`src/rtl/array_cmd_if.sv`:
```
// array_cmd_if: command/response handshake bundle for array_cmd_fsm.
// The slave modport is the array engine; the master modport is whoever
// issues commands and consumes responses.
interface array_cmd_if #(
    parameter int DATA_W = 32,
    parameter int ADDR_W = 8
);
    logic              cmd_valid;
    logic              cmd_ready;
    logic [1:0]        cmd_op;
    logic [ADDR_W-1:0] cmd_addr;
    logic [DATA_W-1:0] cmd_data;
    logic              rsp_valid;
    logic              rsp_ready;
    logic [DATA_W-1:0] rsp_data;
    logic              rsp_err;
    logic              done;

    modport master (
        output cmd_valid, cmd_op, cmd_addr, cmd_data, rsp_ready,
        input  cmd_ready, rsp_valid, rsp_data, rsp_err, done
    );

    modport slave (
        input  cmd_valid, cmd_op, cmd_addr, cmd_data, rsp_ready,
        output cmd_ready, rsp_valid, rsp_data, rsp_err, done
    );
endinterface

```
`src/rtl/array_cmd_fsm.sv`:
```
// array_cmd_fsm: small register array driven by a command FSM
// (IDLE -> EXEC -> RESP -> IDLE, halt parks in END until reset).
// Operations: 00 write, 01 read, 10 add (wrapping), 11 halt.
// Addresses >= DEPTH never touch the array and always get an error response.
// Optional build macro: ARRAY_CMD_WRITE_ACK_EN -- when defined, error-free
// writes also produce a response (rsp_data = written value); otherwise they
// are posted and return straight to IDLE.
// ADDR_W is expected to be <= 32 and wide enough to index DEPTH words.
module array_cmd_fsm #(
    parameter int DATA_W = 32,
    parameter int DEPTH  = 4,
    parameter int ADDR_W = 8
) (
    input  logic        clk,
    input  logic        reset,
    array_cmd_if.slave  bus
);

    typedef enum logic [1:0] {
        IDLE = 2'b00,
        EXEC = 2'b01,
        RESP = 2'b10,
        END  = 2'b11
    } state_t;

    typedef enum logic [1:0] {
        OP_WRITE = 2'b00,
        OP_READ  = 2'b01,
        OP_ADD   = 2'b10,
        OP_HALT  = 2'b11
    } op_t;

    // True when the address selects a physically present word.
    function automatic logic addr_in_range(input logic [ADDR_W-1:0] a);
        return (32'(a) < 32'(DEPTH));
    endfunction

    state_t            state_r;
    state_t            state_nx_s;
    op_t               op_r;
    logic [ADDR_W-1:0] addr_r;
    logic [DATA_W-1:0] data_r;
    logic [DATA_W-1:0] mem_r [DEPTH];

    logic              cmd_ready_r;
    logic              rsp_valid_r;
    logic [DATA_W-1:0] rsp_data_r;
    logic              rsp_err_r;
    logic              done_r;

    logic              cmd_ready_nx_s;
    logic              rsp_valid_nx_s;
    logic [DATA_W-1:0] rsp_data_nx_s;
    logic              rsp_err_nx_s;
    logic              done_nx_s;

    logic              accept_s;
    logic              mem_we_s;
    logic [DEPTH-1:0]  hit_s;
    logic [DATA_W-1:0] old_word_s;
    logic [DATA_W-1:0] sum_s;
    logic              addr_ok_s;
    logic              wr_en_s;
    logic [DATA_W-1:0] wr_word_s;
    logic [DATA_W-1:0] exec_rsp_data_s;
    logic              need_rsp_s;

    // Word decode and read mux for the latched address.
    always_comb begin
        hit_s      = '0;
        old_word_s = '0;
        for (int i = 0; i < DEPTH; i++) begin
            hit_s[i]   = (32'(addr_r) == 32'(i));
            old_word_s = old_word_s | (mem_r[i] & {DATA_W{hit_s[i]}});
        end
    end

    assign addr_ok_s = addr_in_range(addr_r);
    assign sum_s     = old_word_s + data_r;

    // Per-operation outcome of the EXEC cycle: what to store and what to answer.
    always_comb begin
        wr_en_s         = 1'b0;
        wr_word_s       = data_r;
        exec_rsp_data_s = '0;
        need_rsp_s      = 1'b1;
        case (op_r)
            OP_WRITE: begin
                wr_en_s         = addr_ok_s;
                wr_word_s       = data_r;
                exec_rsp_data_s = addr_ok_s ? data_r : '0;
`ifdef ARRAY_CMD_WRITE_ACK_EN
                need_rsp_s      = 1'b1;
`else
                need_rsp_s      = !addr_ok_s;
`endif
            end
            OP_READ: begin
                wr_en_s         = 1'b0;
                exec_rsp_data_s = addr_ok_s ? old_word_s : '0;
            end
            OP_ADD: begin
                wr_en_s         = addr_ok_s;
                wr_word_s       = sum_s;
                exec_rsp_data_s = addr_ok_s ? sum_s : '0;
            end
            default: begin
                // Halt never reaches EXEC; nothing to do.
                need_rsp_s      = 1'b0;
            end
        endcase
    end

    // Next-state and next-output decode for the command FSM.
    always_comb begin
        state_nx_s     = state_r;
        accept_s       = 1'b0;
        mem_we_s       = 1'b0;
        rsp_valid_nx_s = rsp_valid_r;
        rsp_data_nx_s  = rsp_data_r;
        rsp_err_nx_s   = rsp_err_r;
        case (state_r)
            IDLE: begin
                accept_s = bus.cmd_valid && cmd_ready_r;
                if (accept_s) begin
                    if (op_t'(bus.cmd_op) == OP_HALT) begin
                        state_nx_s = END;
                    end else begin
                        state_nx_s = EXEC;
                    end
                end else begin
                    state_nx_s = IDLE;
                end
            end
            EXEC: begin
                mem_we_s = wr_en_s;
                if (need_rsp_s) begin
                    state_nx_s     = RESP;
                    rsp_valid_nx_s = 1'b1;
                    rsp_data_nx_s  = exec_rsp_data_s;
                    rsp_err_nx_s   = !addr_ok_s;
                end else begin
                    state_nx_s     = IDLE;
                end
            end
            RESP: begin
                if (bus.rsp_ready) begin
                    state_nx_s     = IDLE;
                    rsp_valid_nx_s = 1'b0;
                end else begin
                    state_nx_s     = RESP;
                end
            end
            END: begin
                state_nx_s = END;
            end
            default: begin
                state_nx_s     = IDLE;
                rsp_valid_nx_s = 1'b0;
            end
        endcase
        cmd_ready_nx_s = (state_nx_s == IDLE);
        done_nx_s      = (state_nx_s == END);
    end

    // State register and registered handshake outputs.
    always_ff @(posedge clk or negedge reset) begin
        if (!reset) begin
            state_r     <= IDLE;
            cmd_ready_r <= 1'b1;
            rsp_valid_r <= 1'b0;
            rsp_data_r  <= '0;
            rsp_err_r   <= 1'b0;
            done_r      <= 1'b0;
        end else begin
            state_r     <= state_nx_s;
            cmd_ready_r <= cmd_ready_nx_s;
            rsp_valid_r <= rsp_valid_nx_s;
            rsp_data_r  <= rsp_data_nx_s;
            rsp_err_r   <= rsp_err_nx_s;
            done_r      <= done_nx_s;
        end
    end

    // Command capture on the accept edge.
    always_ff @(posedge clk or negedge reset) begin
        if (!reset) begin
            op_r   <= OP_WRITE;
            addr_r <= '0;
            data_r <= '0;
        end else if (accept_s) begin
            op_r   <= op_t'(bus.cmd_op);
            addr_r <= bus.cmd_addr;
            data_r <= bus.cmd_data;
        end else begin
            op_r   <= op_r;
            addr_r <= addr_r;
            data_r <= data_r;
        end
    end

    // Array storage: cleared by reset, one word written per EXEC cycle.
    always_ff @(posedge clk or negedge reset) begin
        if (!reset) begin
            for (int i = 0; i < DEPTH; i++) begin
                mem_r[i] <= '0;
            end
        end else begin
            for (int i = 0; i < DEPTH; i++) begin
                if (mem_we_s && hit_s[i]) begin
                    mem_r[i] <= wr_word_s;
                end else begin
                    mem_r[i] <= mem_r[i];
                end
            end
        end
    end

    assign bus.cmd_ready = cmd_ready_r;
    assign bus.rsp_valid = rsp_valid_r;
    assign bus.rsp_data  = rsp_data_r;
    assign bus.rsp_err   = rsp_err_r;
    assign bus.done      = done_r;

endmodule

```
`src/flat_wrapper.sv`:
```
// flat-port wrapper written by rule: the top's interface ports become plain ports
module array_cmd_fsm_flat 
#(
    parameter int DATA_W = 32,
    parameter int DEPTH  = 4,
    parameter int ADDR_W = 8
)
  (clk, reset, bus_cmd_valid, bus_cmd_op, bus_cmd_addr, bus_cmd_data, bus_rsp_ready, bus_cmd_ready, bus_rsp_valid, bus_rsp_data, bus_rsp_err, bus_done);
  array_cmd_if #(.DATA_W(DATA_W), .ADDR_W(ADDR_W)) bus_i ();
  input  logic clk;
  input  logic reset;
  input wire logic [$bits(bus_i.cmd_valid)-1:0] bus_cmd_valid;
  input wire logic [$bits(bus_i.cmd_op)-1:0] bus_cmd_op;
  input wire logic [$bits(bus_i.cmd_addr)-1:0] bus_cmd_addr;
  input wire logic [$bits(bus_i.cmd_data)-1:0] bus_cmd_data;
  input wire logic [$bits(bus_i.rsp_ready)-1:0] bus_rsp_ready;
  output wire logic [$bits(bus_i.cmd_ready)-1:0] bus_cmd_ready;
  output wire logic [$bits(bus_i.rsp_valid)-1:0] bus_rsp_valid;
  output wire logic [$bits(bus_i.rsp_data)-1:0] bus_rsp_data;
  output wire logic [$bits(bus_i.rsp_err)-1:0] bus_rsp_err;
  output wire logic [$bits(bus_i.done)-1:0] bus_done;
  assign bus_i.cmd_valid = bus_cmd_valid;
  assign bus_i.cmd_op = bus_cmd_op;
  assign bus_i.cmd_addr = bus_cmd_addr;
  assign bus_i.cmd_data = bus_cmd_data;
  assign bus_i.rsp_ready = bus_rsp_ready;
  assign bus_cmd_ready = bus_i.cmd_ready;
  assign bus_rsp_valid = bus_i.rsp_valid;
  assign bus_rsp_data = bus_i.rsp_data;
  assign bus_rsp_err = bus_i.rsp_err;
  assign bus_done = bus_i.done;
  array_cmd_fsm #(.DATA_W(DATA_W), .DEPTH(DEPTH), .ADDR_W(ADDR_W)) u_core (.clk(clk), .reset(reset), .bus(bus_i));
endmodule
```
`config.mk`:
```
export PLATFORM = sky130hd
export DESIGN_NAME = array_cmd_fsm_flat
export DESIGN_NICKNAME = d
export VERILOG_FILES = /design/src/rtl/array_cmd_if.sv /design/src/rtl/array_cmd_fsm.sv /design/src/flat_wrapper.sv
export SDC_FILE = /design/constraint.sdc
export NUM_CORES = 1
export LEC_CHECK = 0
export BUFFER_PORTS_ARGS = -buffer_cell sky130_fd_sc_hd__buf_2
export CAP_MARGIN = 15
export CORE_MARGIN = 4
export CORE_UTILIZATION = 35
export DETAILED_ROUTE_END_ITERATION = 6
export SYNTH_ARGS = -nofsm -noshare
export SYNTH_HDL_FRONTEND = slang
export SYNTH_SLANG_ARGS = --single-unit
```
`constraint.sdc`:
```
create_clock -name clk -period 4.6 [get_ports clk]
set_clock_uncertainty 0.1 [all_clocks]
set_input_delay 0 -clock clk [delete_from_list [all_inputs] [get_ports clk]]
set_output_delay 0 -clock clk [all_outputs]
set_load 0.02 [all_outputs]
```
Word-level counts from Yosys, hierarchy flattened

Cells that the tools add are included.

Register bits after elaboration: 208
Output and inout bits: 36
Word-level logic and storage cells: 66
Bits of input ports: 46

Add/sub/neg operators: 1
Muxes and demuxes: 17
Reductions and logical operators: 15
Bitwise logic cells: 7
$lt $le $gt $ge: 1
Equal/unequal tests: 12

Operator list:

| cell                                                       | number |
|---|---|
| AND 32 bit                                                 | 4 |
| two-way mux 32 bit                                         | 4 |
| bitwise OR 32 bit                                          | 3 |
| one-hot mux 32 bit (3 select lines)                        | 1 |
| adder 32 bit                                               | 1 |
| equality test 8 x 2 -> 1 bit, second input constant        | 2 |
| equality test 2 bit, second input constant                 | 5 |
| equality test 8 x 1 -> 1 bit, second input constant        | 1 |
| zero test 8 bit                                            | 1 |
| less-than comparator 8 x 3 -> 1 bit, second input constant | 1 |
| two-way mux 2 bit                                          | 4 |
| one-hot mux 2 bit (4 select lines)                         | 1 |
| zero test 2 bit                                            | 3 |
| logical AND 1 bit                                          | 5 |
| two-way mux 1 bit                                          | 5 |
| equality test 2 x 1 -> 1 bit, second input constant        | 2 |
| one-hot mux 1 bit (2 select lines)                         | 2 |
| OR reduction 2 bit                                         | 2 |
| AND reduction 3 bit                                        | 1 |
| inequality test 2 x 1 -> 1 bit, second input constant      | 1 |
| inequality test 2 bit, second input constant               | 1 |
| AND reduction 2 bit                                        | 1 |
| nonzero test 2 bit                                         | 1 |
| zero test 1 bit                                            | 1 |

Depth between registers and ports, before layout

Depth after elaboration: 8
Mapped depth: 15
Mapped depth without buffers: 13

Worst setup path after synthesis

Ideal clock, no wire load.

Path kind: register -> register
Start point: register u_core.addr_r[0]
End point: register u_core.mem_r[59] (netlist bit)
Period minus slack after synthesis: 3.942 ns
Arrival: 3.709 ns
Data required time: 4.367 ns
Buffers on the path: 2
Stages on the path, launching flop included: 14
Setup slack: 0.658 ns
Setup time: 0.133 ns
Cells stage by stage: dfrtp_1 > clkbuf_1 > buf_2 > mux4_2 > and2_1 > ha_1 > a211oi_2 > o31ai_2 > o2111a_1 > or4b_4 > nand3b_1 > mux2_2 > a221oi_2 > o21ai_0

Word-level cells in the longest chain between the ends: 7
Elaborated cells on any way between the ends: 17
Those cells by class: add/sub (1); order compare (1); eq/ne (3); mux (3); bitwise (7); reduce/logical (2)

RTL lines:

| what                                                            | RTL line             | source |
|---|---|---|
| from (decl)                                                     | array_cmd_fsm.sv:41  | `logic [ADDR_W-1:0] addr_r;` |
| from (signal assigned)                                          | array_cmd_fsm.sv:193 | `addr_r <= bus.cmd_addr;` |
| from (signal assigned)                                          | array_cmd_fsm.sv:197 | `addr_r <= addr_r;` |
| equality test 8 x 1 -> 1 bit or zero test 8 bit (tied branches) | array_cmd_fsm.sv:73  | `hit_s[i] = (32'(addr_r) == 32'(i));` |
| AND 32 bit                                                      | array_cmd_fsm.sv:74  | `old_word_s = old_word_s \| (mem_r[i] & {DATA_W{hit_s[i]}});` |
| bitwise OR 32 bit (3 in a row)                                  | array_cmd_fsm.sv:74  |  |
| adder 32 bit                                                    | array_cmd_fsm.sv:79  | `assign sum_s = old_word_s + data_r;` |
| two-way mux 32 bit                                              | array_cmd_fsm.sv:87  | `case (op_r)` |
| to (signal, indexed assignment)                                 | array_cmd_fsm.sv:211 | `mem_r[i] <= wr_word_s;` |
| to (signal, indexed assignment)                                 | array_cmd_fsm.sv:213 | `mem_r[i] <= mem_r[i];` |
| to (decl)                                                       | array_cmd_fsm.sv:43  | `logic [DATA_W-1:0] mem_r [DEPTH];` |

Several ways; a longest one is shown, not always the timed one.
A chain may end at the register's enable or synchronous reset.

Worst setup path after layout

Start point: register u_core.addr_r[0]
End point: register u_core.rsp_data_r[18] (netlist: u_core.bus.rsp_data[18])

Word-level cells in the longest chain between the ends: 8
Elaborated cells on any way between the ends: 20
Those cells by class: add/sub (1); order compare (1); eq/ne (3); mux (5); bitwise (7); reduce/logical (3)

RTL lines:

| what                                                            | RTL line             | source |
|---|---|---|
| equality test 8 x 1 -> 1 bit or zero test 8 bit (tied branches) | array_cmd_fsm.sv:73  |  |
| AND 32 bit                                                      | array_cmd_fsm.sv:74  |  |
| bitwise OR 32 bit (3 in a row)                                  | array_cmd_fsm.sv:74  |  |
| adder 32 bit                                                    | array_cmd_fsm.sv:79  |  |
| two-way mux 32 bit                                              | array_cmd_fsm.sv:105 | `exec_rsp_data_s = addr_ok_s ? sum_s : '0;` |
| one-hot mux 32 bit (3 select lines)                             | array_cmd_fsm.sv:87  |  |
| to (signal assigned)                                            | array_cmd_fsm.sv:179 | `rsp_data_r <= rsp_data_nx_s;` |
| to (decl)                                                       | array_cmd_fsm.sv:47  | `logic [DATA_W-1:0] rsp_data_r;` |

Several ways; a longest one is shown, not always the timed one.

==> summary.md <==
| Metric | Value |
|---|---|
| Die height | `about 190 um` |
| Vias | `roughly 9000` |
| CP top delay family | `compound AO/OA/AOI/OAI gates` |
| CP Data Required Time | `between 4 and 5 ns` |
| Synth area leader | `dfrtp_1` |
| Worst slew pin tran | `about 1.0 ns` |
| I/O pin cnt | `82` |
| Post-Place Worst Slack | `approximately 0.44 ns` |
| Final net count | `between 1000 and 1500` |
| Crit path buf inv count | `1` |
| Reg2reg setup slack | `between 0.4 and 0.5 ns` |
| Top FF cell, synth | `dfrtp_1` |
| Clock Sinks | `208` |
| GR Overflow Total | `0` |
| Resized cells post-CTS | `0` |
| Syn Inst Count | `about 1100` |
| Placed insts | `1545` |
| RD Place Congestion | `0.903` |
| Achievable Freq | `238 MHz` |
| Synthesis-stage register bit count | `208` |
| Most frequent cells in the layout | `dfrtp_1, nand2_1, o21ai_0` |
| Worst-Skew Late Latency | `approximately 0.51 ns` |
| Initial drt markers | `between 500 and 600` |
| Maxcap violations | `0` |
| Slew Limit Fails | `0` |
| PnR Total Power | `~7.8 mW` |
| Post-route cell area | `approximately 13000 um2` |
| Crit Path Class | `flip-flop to flip-flop` |
| Seq. cell area | `5210 um2` |
| Multi-input logic area | `approximately 5600 um2` |
| Yosys warnings | `0` |
| CP startpoint kind | `flip-flop` |
| Hold Crit Class | `input pin to asynchronous set/reset pin` |
| Largest cells by area after synthesis | `dfrtp_1, mux4_2, mux2_2` |
| Crit-path max FO | `20` |
| Fin. Hold Viols | `0` |
| Crit share post-route | `between 90% and 100%` |
| # setup viols final | `0` |
| Vias in the first global route | `slightly below 9000` |
| Avg WL per Cell | `19.0 um` |
| Reg clk slew, reported paths | `0.06 ns` |
| Hpwl dp | `21500 um` |
| Syn nets | `between 1000 and 1500` |
| Setup TNS | `0 ns` |
| Total GRT Usage | `roughly 17%` |
| CTS tree | `built` |
| RSZ-0062 raised after global routing | `no` |
| CP max-delay cell | `mux4_2` |
| Via density | `around 5.4` |
| Area share of the largest cell type after synthesis | `about 46%` |
| Filler instances | `about 3000` |
| Initial core utilization | `about 36%` |
| Number of synthesized flops with an enable pin | `0` |
| Crit-path cells | `buf_12, mux4_2, and2_1, ha_1, fa_1, a21oi_1, o211ai_1, nand4_1, nand2_1, a311oi_1, xnor2_1, a222oi_1, o21ai_0` |
| Largest vdd supply drop | `roughly 0.00024 V` |
| # H-tree levels | `1` |
| Antenna Cells | `0` |
| Hold_ws | `between 0.04 and 0.05 ns` |
| First-pass GRT wire length | `between 40000 and 50000 um` |
| Synth async-reset ratio | `between 90% and 100%` |
| Post-Layout Cell Count | `between 1500 and 2000` |
| Initial antenna violation count | `1` |
| Area grow syn2layout | `18.4%` |
| Cts bufs inserted | `23` |
| Placed cell areas | `~12000 um2` |
| Post-detailed-routing wire length | `approximately 31000 um` |
| Largest net degree at the start of global routing | `95` |
| Antenna Violating Nets Remaining | `0` |
| Most common cell after layout, fill and taps aside | `dfrtp_1` |
| Headroom to the max-slew limit | `roughly 33%` |
| Row Count | `65` |
| DIE AREA | `about 35000 um2` |
| Port bufs | `81` |
| Pre-antenna DRT Iters | `5` |
| Leakage power | `about 6.1 nW` |
| Clock buffer depth | `3` |
| Crit path time final | `4.20 ns` |
| Arrival @ worst endpoint | `approximately 4.5 ns` |
| # DRC | `0` |
| Die width | `roughly 190 um` |
| Synthesized cell area | `about 11000 um2` |
| Pwr dens | `580 nW/um2` |
| Slowest cell delay on critical path | `about 0.52 ns` |
| Sequential area share after synthesis | `approximately 46%` |
| Post-route setup slack | `a little over 0.4 ns` |
| Final Util | `a little over two fifths` |
| CP Capture Type | `flip-flop` |
| Share of cells above drive strength 1 | `21.8%` |
| Cell variety after synth | `between 70 and 80` |
| Placeable Area | `around 32000 um2` |
| Syn_area_per_cell | `just over 10 um2` |
| Clk root buf | `clkbuf_16` |
| Outcome | `finished clean` |
==> cells in the mapped netlist (3+ instances only) <==
master and number:
a21boi_0 6, a21o_1 10, a21oi_1 67, a221oi_1 8, a222oi_1 13, a22o_1 3
a22oi_1 14, a311oi_1 3, a31oi_1 21, and2_1 38, and3_1 8, buf_1 4
buf_2 9, clkbuf_1 53, clkbuf_8 9, dfrtp_1 207, ha_1 35, inv_1 13
mux2_2 55, mux2i_1 13, mux4_2 32, nand2_1 141, nand2b_1 6, nand3_1 15
nand3b_1 4, nand4_1 8, nor2_1 72, nor3_1 12, nor4_1 5, o2111a_1 3
o211ai_1 6, o21a_1 5, o21ai_0 123, o21bai_1 6, xnor2_1 14, xor2_1 11
==> report_power, final <==
group	internal, mW	switching [mW]	leakage, nW
logic	1.29	1.84	2.90
registers	2.30	0.400	2.78
clock network	1.18	0.743	0.386
total	4.77	2.99	6.07
==> path summary, 6_finish.rpt <==
check,startpoint,endpoint,cells after the start
worst max-delay path,u_core.addr_r[0]$_DFFE_PN0P_,u_core.bus.rsp_data[18]$_DFFE_PN0P_,13
worst min-delay path,reset,u_core.mem_r[35]$_DFFE_PN0P_,2
worst max register to register,u_core.addr_r[0]$_DFFE_PN0P_,u_core.bus.rsp_data[18]$_DFFE_PN0P_,13
worst min register to register,u_core.bus.rsp_data[6]$_DFFE_PN0P_,u_core.bus.rsp_data[6]$_DFFE_PN0P_,2
max in group asynchronous,reset,u_core.addr_r[6]$_DFFE_PN0P_,3
min in group clk,bus_cmd_valid,u_core.op_r[1]$_DFFE_PN0P_,5
==> area by class of cell <==
cell class	count	share of cell area, %
Clock inverter	7	0.841
Sequential cell	208	38.9
Timing Repair Buffer	168	8.98
Inverter	14	0.393
Multi-Input combinational cell	797	42.1
Clock buffer	33	5.03
Tap cell	402	3.76
==> layer usage <==
metal / routed length (um) / GRT usage (%)
met3: 1480 / 1.97
met2: 14400 / 28.3
met5: 13 / 0
met4: 464 / 3.39
met1: 14500 / 25.0
==> kinds of logic after synthesis <==
group / share of synthesized area (%)
simple gates: 12.9
compound gates: 17.5
flops: 46.1
mux: 13.1
buf+inv: 4.16
fa+ha+maj: 4.05
xor+xnor: 2.23
==> registers in the layout, indices dropped and copies added, names as in the netlist, 2 cells and up <==
name,flops
u_core.op_r,2
u_core.mem_r,128
u_core.state_r,2
u_core.bus.rsp_data,32
u_core.data_r,32
u_core.addr_r,8
==> what timing repair did <==
item | in CTS | in global routing
hold buffers | 44 | 0
hold endpoints to repair | 137 | 0
setup buffers | 0 | 0
(Power assumes the default switching activity.)
